**src/rtl/dout_pkg.sv**
```systemverilog
// Shared types and word-packing helpers for the 4-lane ADC data-out transmitter.
// The header layout is defined only here so that the writer and any reader model stay in step.
package dout_pkg;

    localparam int LANES       = 4;
    localparam int WORD_BITS   = 32;
    localparam int HEADER_BITS = 8;
    localparam int FRAME_BITS  = 64;
    localparam int SAMPLE_BITS = WORD_BITS - HEADER_BITS;
    localparam int CHANNELS    = 2 * LANES;

    typedef enum logic [1:0] {
        IDLE,
        SHIFT,
        GAP
    } dout_state_t;

    // Header is {channel index, reserved zero, 4-bit frame counter}.
    function automatic logic [HEADER_BITS-1:0] pack_header(
        input logic [2:0] ch_idx,
        input logic [3:0] frame_cnt
    );
        return {ch_idx, 1'b0, frame_cnt};
    endfunction

    function automatic logic [WORD_BITS-1:0] pack_word(
        input logic [2:0]             ch_idx,
        input logic [3:0]             frame_cnt,
        input logic [SAMPLE_BITS-1:0] sample
    );
        return {pack_header(ch_idx, frame_cnt), sample};
    endfunction

endpackage

```
**src/rtl/dout_lane_shifter.sv**
```systemverilog
// One serial lane: parallel-load, MSB-first shift register.
// Zeros shift in from the bottom, so a fully shifted frame leaves the lane idle low.
module dout_lane_shifter
    import dout_pkg::*;
#(
    parameter int WIDTH = FRAME_BITS
) (
    input  logic             clk,
    input  logic             rst_n,
    input  logic             load,
    input  logic             shift,
    input  logic [WIDTH-1:0] data,
    output logic             msb
);

    logic [WIDTH-1:0] sr;

    always_ff @(posedge clk or negedge rst_n) begin
        if (!rst_n) begin
            sr <= '0;
        end else if (load) begin
            sr <= data;
        end else if (shift) begin
            sr <= {sr[WIDTH-2:0], 1'b0};
        end
    end

    assign msb = sr[WIDTH-1];

endmodule

```
**src/rtl/dout_writer.sv**
```systemverilog
// Source end of the 4-lane ADC data-out link: serialises eight 24-bit samples per frame
// onto drdy/dclk/dout with an enforced idle gap between frames.
module dout_writer
    import dout_pkg::*;
#(
    parameter int DCLK_DIV   = 4,
    parameter int GAP_CYCLES = 8
) (
    input  logic               clk_i,
    input  logic               reset_ni,
    input  logic               tick_i,
    input  logic signed [23:0] ch1_i,
    input  logic signed [23:0] ch2_i,
    input  logic signed [23:0] ch3_i,
    input  logic signed [23:0] ch4_i,
    input  logic signed [23:0] ch5_i,
    input  logic signed [23:0] ch6_i,
    input  logic signed [23:0] ch7_i,
    input  logic signed [23:0] ch8_i,
    output logic               drdy_o,
    output logic               dclk_o,
    output logic [3:0]         dout_o,
    output logic               busy_o,
    output logic               done_o,
    output logic               overrun_o
);

    localparam int DIV_W = $clog2(DCLK_DIV);
    localparam int GAP_W = $clog2(GAP_CYCLES + 1);
    localparam logic [DIV_W-1:0] DIV_LAST = DIV_W'(DCLK_DIV - 1);
    localparam logic [DIV_W-1:0] DIV_RISE = DIV_W'(DCLK_DIV / 2 - 1);
    localparam logic [GAP_W-1:0] GAP_LAST = GAP_W'(GAP_CYCLES - 1);
    localparam logic [5:0]       BIT_LAST = 6'(FRAME_BITS - 1);

    dout_state_t            state;
    logic [DIV_W-1:0]       div_cnt;
    logic [5:0]             bit_cnt;
    logic [GAP_W-1:0]       gap_cnt;
    logic [3:0]             frame_cnt;
    logic                   load;
    logic                   shift;
    logic [SAMPLE_BITS-1:0] samples   [CHANNELS];
    logic [FRAME_BITS-1:0]  lane_data [LANES];

    assign samples[0] = ch1_i;
    assign samples[1] = ch2_i;
    assign samples[2] = ch3_i;
    assign samples[3] = ch4_i;
    assign samples[4] = ch5_i;
    assign samples[5] = ch6_i;
    assign samples[6] = ch7_i;
    assign samples[7] = ch8_i;

    assign load  = (state == IDLE) && tick_i;
    assign shift = (state == SHIFT) && (div_cnt == DIV_LAST);

    // Each lane carries an odd channel followed by the next even one, headers stamped at load.
    for (genvar k = 0; k < LANES; k++) begin : g_lane
        assign lane_data[k] = {pack_word(3'(2 * k),     frame_cnt, samples[2 * k]),
                               pack_word(3'(2 * k + 1), frame_cnt, samples[2 * k + 1])};

        dout_lane_shifter #(
            .WIDTH (FRAME_BITS)
        ) u_shifter (
            .clk   (clk_i),
            .rst_n (reset_ni),
            .load  (load),
            .shift (shift),
            .data  (lane_data[k]),
            .msb   (dout_o[k])
        );
    end

    // The bit falls out of the shifter on the same edge that drops dclk, so data
    // is centred on the rising edge with half a dclk period either side.
    always_ff @(posedge clk_i or negedge reset_ni) begin
        if (!reset_ni) begin
            state     <= IDLE;
            div_cnt   <= '0;
            bit_cnt   <= '0;
            gap_cnt   <= '0;
            frame_cnt <= '0;
            drdy_o    <= 1'b0;
            dclk_o    <= 1'b0;
            busy_o    <= 1'b0;
            done_o    <= 1'b0;
            overrun_o <= 1'b0;
        end else begin
            done_o    <= 1'b0;
            overrun_o <= tick_i && (state != IDLE);
            case (state)
                IDLE: begin
                    if (tick_i) begin
                        state   <= SHIFT;
                        div_cnt <= '0;
                        bit_cnt <= '0;
                        busy_o  <= 1'b1;
                        drdy_o  <= 1'b1;
                        dclk_o  <= 1'b0;
                    end
                end
                SHIFT: begin
                    if (div_cnt == DIV_LAST) begin
                        div_cnt <= '0;
                        dclk_o  <= 1'b0;
                        drdy_o  <= 1'b0;
                        bit_cnt <= bit_cnt + 6'd1;
                        if (bit_cnt == BIT_LAST) begin
                            state     <= GAP;
                            gap_cnt   <= '0;
                            done_o    <= 1'b1;
                            frame_cnt <= frame_cnt + 4'd1;
                        end
                    end else begin
                        div_cnt <= div_cnt + DIV_W'(1);
                        if (div_cnt == DIV_RISE) begin
                            dclk_o <= 1'b1;
                        end
                    end
                end
                GAP: begin
                    if (gap_cnt == GAP_LAST) begin
                        state  <= IDLE;
                        busy_o <= 1'b0;
                    end else begin
                        gap_cnt <= gap_cnt + GAP_W'(1);
                    end
                end
                default: state <= IDLE;
            endcase
        end
    end

endmodule

```
**config.mk**
```make
export PLATFORM = sky130hd
export DESIGN_NAME = dout_writer
export DESIGN_NICKNAME = d
export VERILOG_FILES = /design/src/rtl/dout_pkg.sv /design/src/rtl/dout_lane_shifter.sv /design/src/rtl/dout_writer.sv
export SDC_FILE = /design/constraint.sdc
export NUM_CORES = 1
export LEC_CHECK = 0
export ABC_AREA = 1
export BUFFER_PORTS_ARGS = -buffer_cell sky130_fd_sc_hd__buf_2
export CAP_MARGIN = 20
export CORE_UTILIZATION = 30
export CTS_CLUSTER_DIAMETER = 200
export DETAILED_ROUTE_END_ITERATION = 8
export GPL_ROUTABILITY_DRIVEN = 0
export GPL_TIMING_DRIVEN = 0
export SYNTH_ARGS = -nofsm -noshare
export SYNTH_HDL_FRONTEND = slang
export SYNTH_SLANG_ARGS = --single-unit
export TNS_END_PERCENT = 100
```
**constraint.sdc**
```tcl
create_clock -name clk_i -period 4.15 [get_ports clk_i]
set_input_delay 0.83 -clock clk_i [delete_from_list [all_inputs] [get_ports clk_i]]
set_output_delay 0.83 -clock clk_i [all_outputs]
set_load 0.02 [all_outputs]
```
-- Word level (Yosys, flattened, before mapping)
Index checks and enable logic that the tools add are counted.
- register bits: 279
- input port bits: 195
- logic and storage cells: 81
- add/sub/neg operators: 4
- equal/unequal tests: 12
- muxes and demuxes: 35
- reduce and logical (&&, ||, !) cells: 16
- operator list (operator ; count):
    64-bit two-way mux ; 8
    2-bit two-way mux ; 6
    4-bit two-way mux ; 3
    6-bit two-way mux ; 2
    6-bit case mux with 2 select lines ; 1
    3-bit AND reduction ; 4
    2-bit nonzero test ; 5
    1-bit two-way mux ; 9
    4-bit by 1-bit adder with 4-bit output (second input constant) ; 2
    4-bit case mux with 2 select lines ; 1
    4-bit AND reduction ; 2
    6-bit by 1-bit adder with 6-bit output (second input constant) ; 1
    6-bit equality test (second input constant) ; 1
    2-bit inequality test (second input constant) ; 3
    1-bit case mux with 2 select lines ; 3
    2-bit case mux with 3 select lines ; 1
    2-bit by 1-bit equality test with 1-bit output (second input constant) ; 2
    2-bit equality test (second input constant) ; 2
    4-bit by 3-bit equality test with 1-bit output (second input constant) ; 1
    2-bit by 1-bit inequality test with 1-bit output (second input constant) ; 2
    2-bit case mux with 2 select lines ; 1
    1-bit logical AND ; 3
    3-bit by 1-bit inequality test with 1-bit output (second input constant) ; 1
    2-bit by 1-bit adder with 2-bit output (second input constant) ; 1
    other kinds (2) ; 2

-- Logic depth before layout (Yosys ltp)
- depth after elaboration: 4
- depth in mapped cells: 8
- depth with buffers taken out: 7

-- By module
Synthesis repeated with hierarchy kept, for this count alone.
- cell total of the unflattened synthesis: 1514
- area, all modules: 12737.2 sq um
- modules (own cells, without submodules) (module ; instances ; cells an instance ; area each (sq um) ; sequential area each (sq um)):
    dout_lane_shifter ; 4 ; 347 ; 2892.8 ; 1601.5
    dout_writer ; 1 ; 126 ; 1166.1 ; 575.6

-- Worst setup path before layout
OpenSTA, ideal clock, no wires.
- path type: input to register
- from: in tick_i
- to: reg g_lane[2].u_shifter.sr[11]
- arrival time: 1472 ps
- required time: 4031 ps
- setup slack: 2559 ps
- cell stages on the path: 6
- buffers on the path: 3
- cells stage by stage: nand2_4 > buf_6 > buf_6 > buf_2 > o22ai_1 > nor2_1
- word-level cells in the longest chain between the ends: 2
- elaborated cells on any way between the ends: 3
- RTL lines (what ; line ; text):
    start, declared ; dout_writer.sv:11 ; input logic tick_i,
    1-bit logical AND * ; dout_writer.sv:54 ; assign load = (state == IDLE) && tick_i;
    64-bit two-way mux / 2-bit nonzero test (equally long branches) ; - ;
    end signal, assigned ; dout_lane_shifter.sv:22 ; sr <= data;
    end signal, assigned ; dout_lane_shifter.sv:24 ; sr <= {sr[WIDTH-2:0], 1'b0};
    end, declared ; dout_lane_shifter.sv:16 ; logic [WIDTH-1:0] sr;
Every way passes the cells marked *; elsewhere a longest branch is shown, timed or not.
A chain may end at the register's enable or synchronous reset.

-- Final worst setup path
- from: reg g_lane[3].u_shifter.sr[63]
- to: out dout_o[3]
- RTL lines (what ; line ; text):
    start, declared ; dout_lane_shifter.sv:16 ;
    start signal, assigned ; dout_lane_shifter.sv:22 ;
    start signal, assigned ; dout_lane_shifter.sv:24 ;
    end, declared ; dout_writer.sv:22 ; output logic [3:0] dout_o,
No word-level cell between the ends.

==> run summary <==
Crit Reg-Reg Endpoint: g_lane[0].u_shifter.sr[52]
CTS tree: built
Syn. warnings: 0
row cnt: 72
Netlist cell types: 28
CTS Root Cell: clkbuf_16
vias in the first global route: 9,958
via count: 9,709
CP Class: flip-flop to primary output
Post-Synthesis Cells: 1,275
clk_skew: 0.0175 ns
Die Ht: 201 um
net total in the final layout: 1,717
cell taking the most area after synthesis: dfrtp_1
sequential-to-total area share from yosys stat: 59.0%
maximum vdd drop: 312 uV
GRT busiest layer: met2
synth top area cells: dfrtp_1 59%, nand2_1 8.4%, nor2_1 7.4%, o211ai_1 5.5%, o22ai_1 5.2%
Final setup violation count: 0
Clk Latency, worst-skew pair: 0.53 ns
maximum clock rate: 495 MHz
Crit. End Element: primary output
post-CTS resize count: 0
share of cells above drive strength 1: 22.2%
final cycle utilization of the critical path: 48.7%
I/O Buffers: 203
worst setup margin: 2.13 ns
met2 GRT Util: 26.7%
post-synth top area share: 59.0%
Die W: 201 um
most common cell after layout, fill and taps aside: dfrtp_1
Post-CTS Setup Inserts: 0
final wirelength: 32,900 um
unrepaired setup endpoints after global routing: no
Worst setup SP type: flip-flop
maxcap violations: 0
syn avg cell area: 9.28 um2
global-route wire length before repair: 53,300 um
run status: finished clean
maximum buffer depth of the clock tree: 3
clock net sink count: 279
cts hold-fix bufs: 0
crit path max fanout: 2
Syn Nets: 1,475
crit path capture: dout_o[3]
DRT iter0 DRCs: 439
Rel. slew slack: 59.5%
Slew @ Worst Pin: 0.607 ns
WP data arrival: 1.19 ns
drt first pass iters: 5
Clock Pin Slew Worst Setup and Hold Paths: 0.06 ns
design area: 14,700 um2
grt ovf: 0
Antenna Nets Post-Route: 0
H-tree depth: 2
area delta synth->final: 23.9%
DP Wirelength: 22,300 um
Tot Pwr: 0.0106 W
Die Footprint: 40,200 um2
Worst R2R Path Depth: 7
Req. time, crit path: 3.32 ns
R2R Setup Slk: 2.32 ns
DRC Markers: 0
most frequent cells in the layout: 279 x dfrtp_1, 265 x nand2_1, 242 x buf_2
antenna violations before repair: 7
CORE AREA: 38,700 um2
Initial Util: 30.5%
grt met3 use: 4.22%
WHS: 0.212 ns
dpl cell area: 13,600 um2
Top Ports: 204
post-route minimum period: 2.02 ns
GRT Total Usage: 16.6%
Worst setup startpoint: g_lane[3].u_shifter.sr[63]
Place WS: 1.83 ns
largest net degree at the start of global routing: 115
Mapped Area: 11,800 um2
Lkg Pwr: 6.70 nW
Critical R2R Launch: state[0]
TritonCTS Buffers: 35
PD cells: 725 nW/um2
#FFs+latches synth: 279
Worst Hold Class: primary input to async pin
Hold Violations, Final: 0
routed len/inst: 15.9 um
Slew Limit Fails: 0
met1 Use GR: 21.6%
Via density: 4.71
-- layer usage --
layer / up-vias / wire (um) / share of wire [%]
met2: 256 / 15000 / 46
met4: 8 / 896 / 2.7
met1: 4625 / 14700 / 45
met5: - / 44 / 0.13
li1: 4755 / - / -
met3: 65 / 2240 / 6.8
-- per-stage QoR --
| stage | utilization (%) | std cells | setup TNS (ns) |
|---|---|---|---|
| 4_1_cts | 37.8 | 2058 | 0 |
| 3_5_place_dp | 35.0 | 1998 | 0 |
| 2_1_floorplan | - | 1275 | 0 |
| 5_1_grt | 37.8 | 2058 | 0 |
| 6_report | 37.8 | 2061 | 0 |
| 3_3_place_gp | 34.8 | 1996 | -853.64 |
-- final cells by class --
type	instances	area (um2)
fillers	3982	24100
flip-flops and latches	279	6980
multi-input cells	824	3980
repair buffers	205	1080
clock buffers	45	923
well taps	518	648
plain buffers	87	553
inverters	85	319
clock inverters	15	169
diodes	3	7.51
-- sequential cells by signal (all words and copies together), names as in the netlist, 2 cells and up --
signal               flops
g_lane.u_shifter.sr    256
div_cnt                  2
frame_cnt                4
bit_cnt                  6
state                    2
gap_cnt                  4
-- synthesized netlist by cell type --
master      n
nand3_1    18
xor2_1      2
a22oi_1     3
nand2_4     2
nor2_4      1
inv_1      81
or2_2       1
o21ai_1    19
o21ai_0    33
buf_6      14
o211ai_1   87
nand4_1     1
buf_2      40
nor2_1    232
ha_1        5
a31oi_1    13
nand3_2     1
dfrtp_1   279
nand2_1   265
o211ai_2    3
o22ai_1    99
clkbuf_1   14
o31ai_1     3
nand2_2     1
inv_2       4
a21oi_1    33
xnor2_1     2
buf_4      19
-- how the worst min path moves through the flow --
stage                                from                    endpoint  slack [ns]  cells after the start
3_3_place_gp                       busy_o                      busy_o        0.46                      2
2_1_floorplan  g_lane[2].u_shifter.sr[28]  g_lane[2].u_shifter.sr[28]        0.44                      2
4_1_cts                          reset_ni   g_lane[1].u_shifter.sr[6]        0.20                      1
5_1_grt                          reset_ni  g_lane[1].u_shifter.sr[11]        0.22                      1
6_report                         reset_ni   g_lane[1].u_shifter.sr[6]        0.21                      1
3_5_place_dp                       busy_o                      busy_o        0.46                      2
-- kinds of logic (layout without fill, tap and decap cells) --
| kind of cell | count (synthesis) | in the layout | share of synthesized area [%] |
|---|---|---|---|
| simple gates | 522 | 522 | 17.1 |
| compound gates | 293 | 293 | 15.7 |
| flops | 279 | 279 | 59.0 |
| buf+inv | 172 | 437 | 7.37 |
| fa+ha+maj | 5 | 5 | 0.529 |
| xor+xnor | 4 | 4 | 0.296 |
| other cells | 0 | 3 | 0 |
-- critical path, stage by stage (launching register included) --
cell and delay [ns]:
dfrtp_1 0.37, buf_4 0.12, buf_2 0.16
-- report_power, final --
group | switching, W | internal, W | leakage [nW]
registers | 0.000594 | 0.00391 | 3.29
clock network | 0.00118 | 0.00177 | 0.542
logic | 0.00192 | 0.00127 | 2.87
No activity file was read; power rests on OpenSTA's default activity.
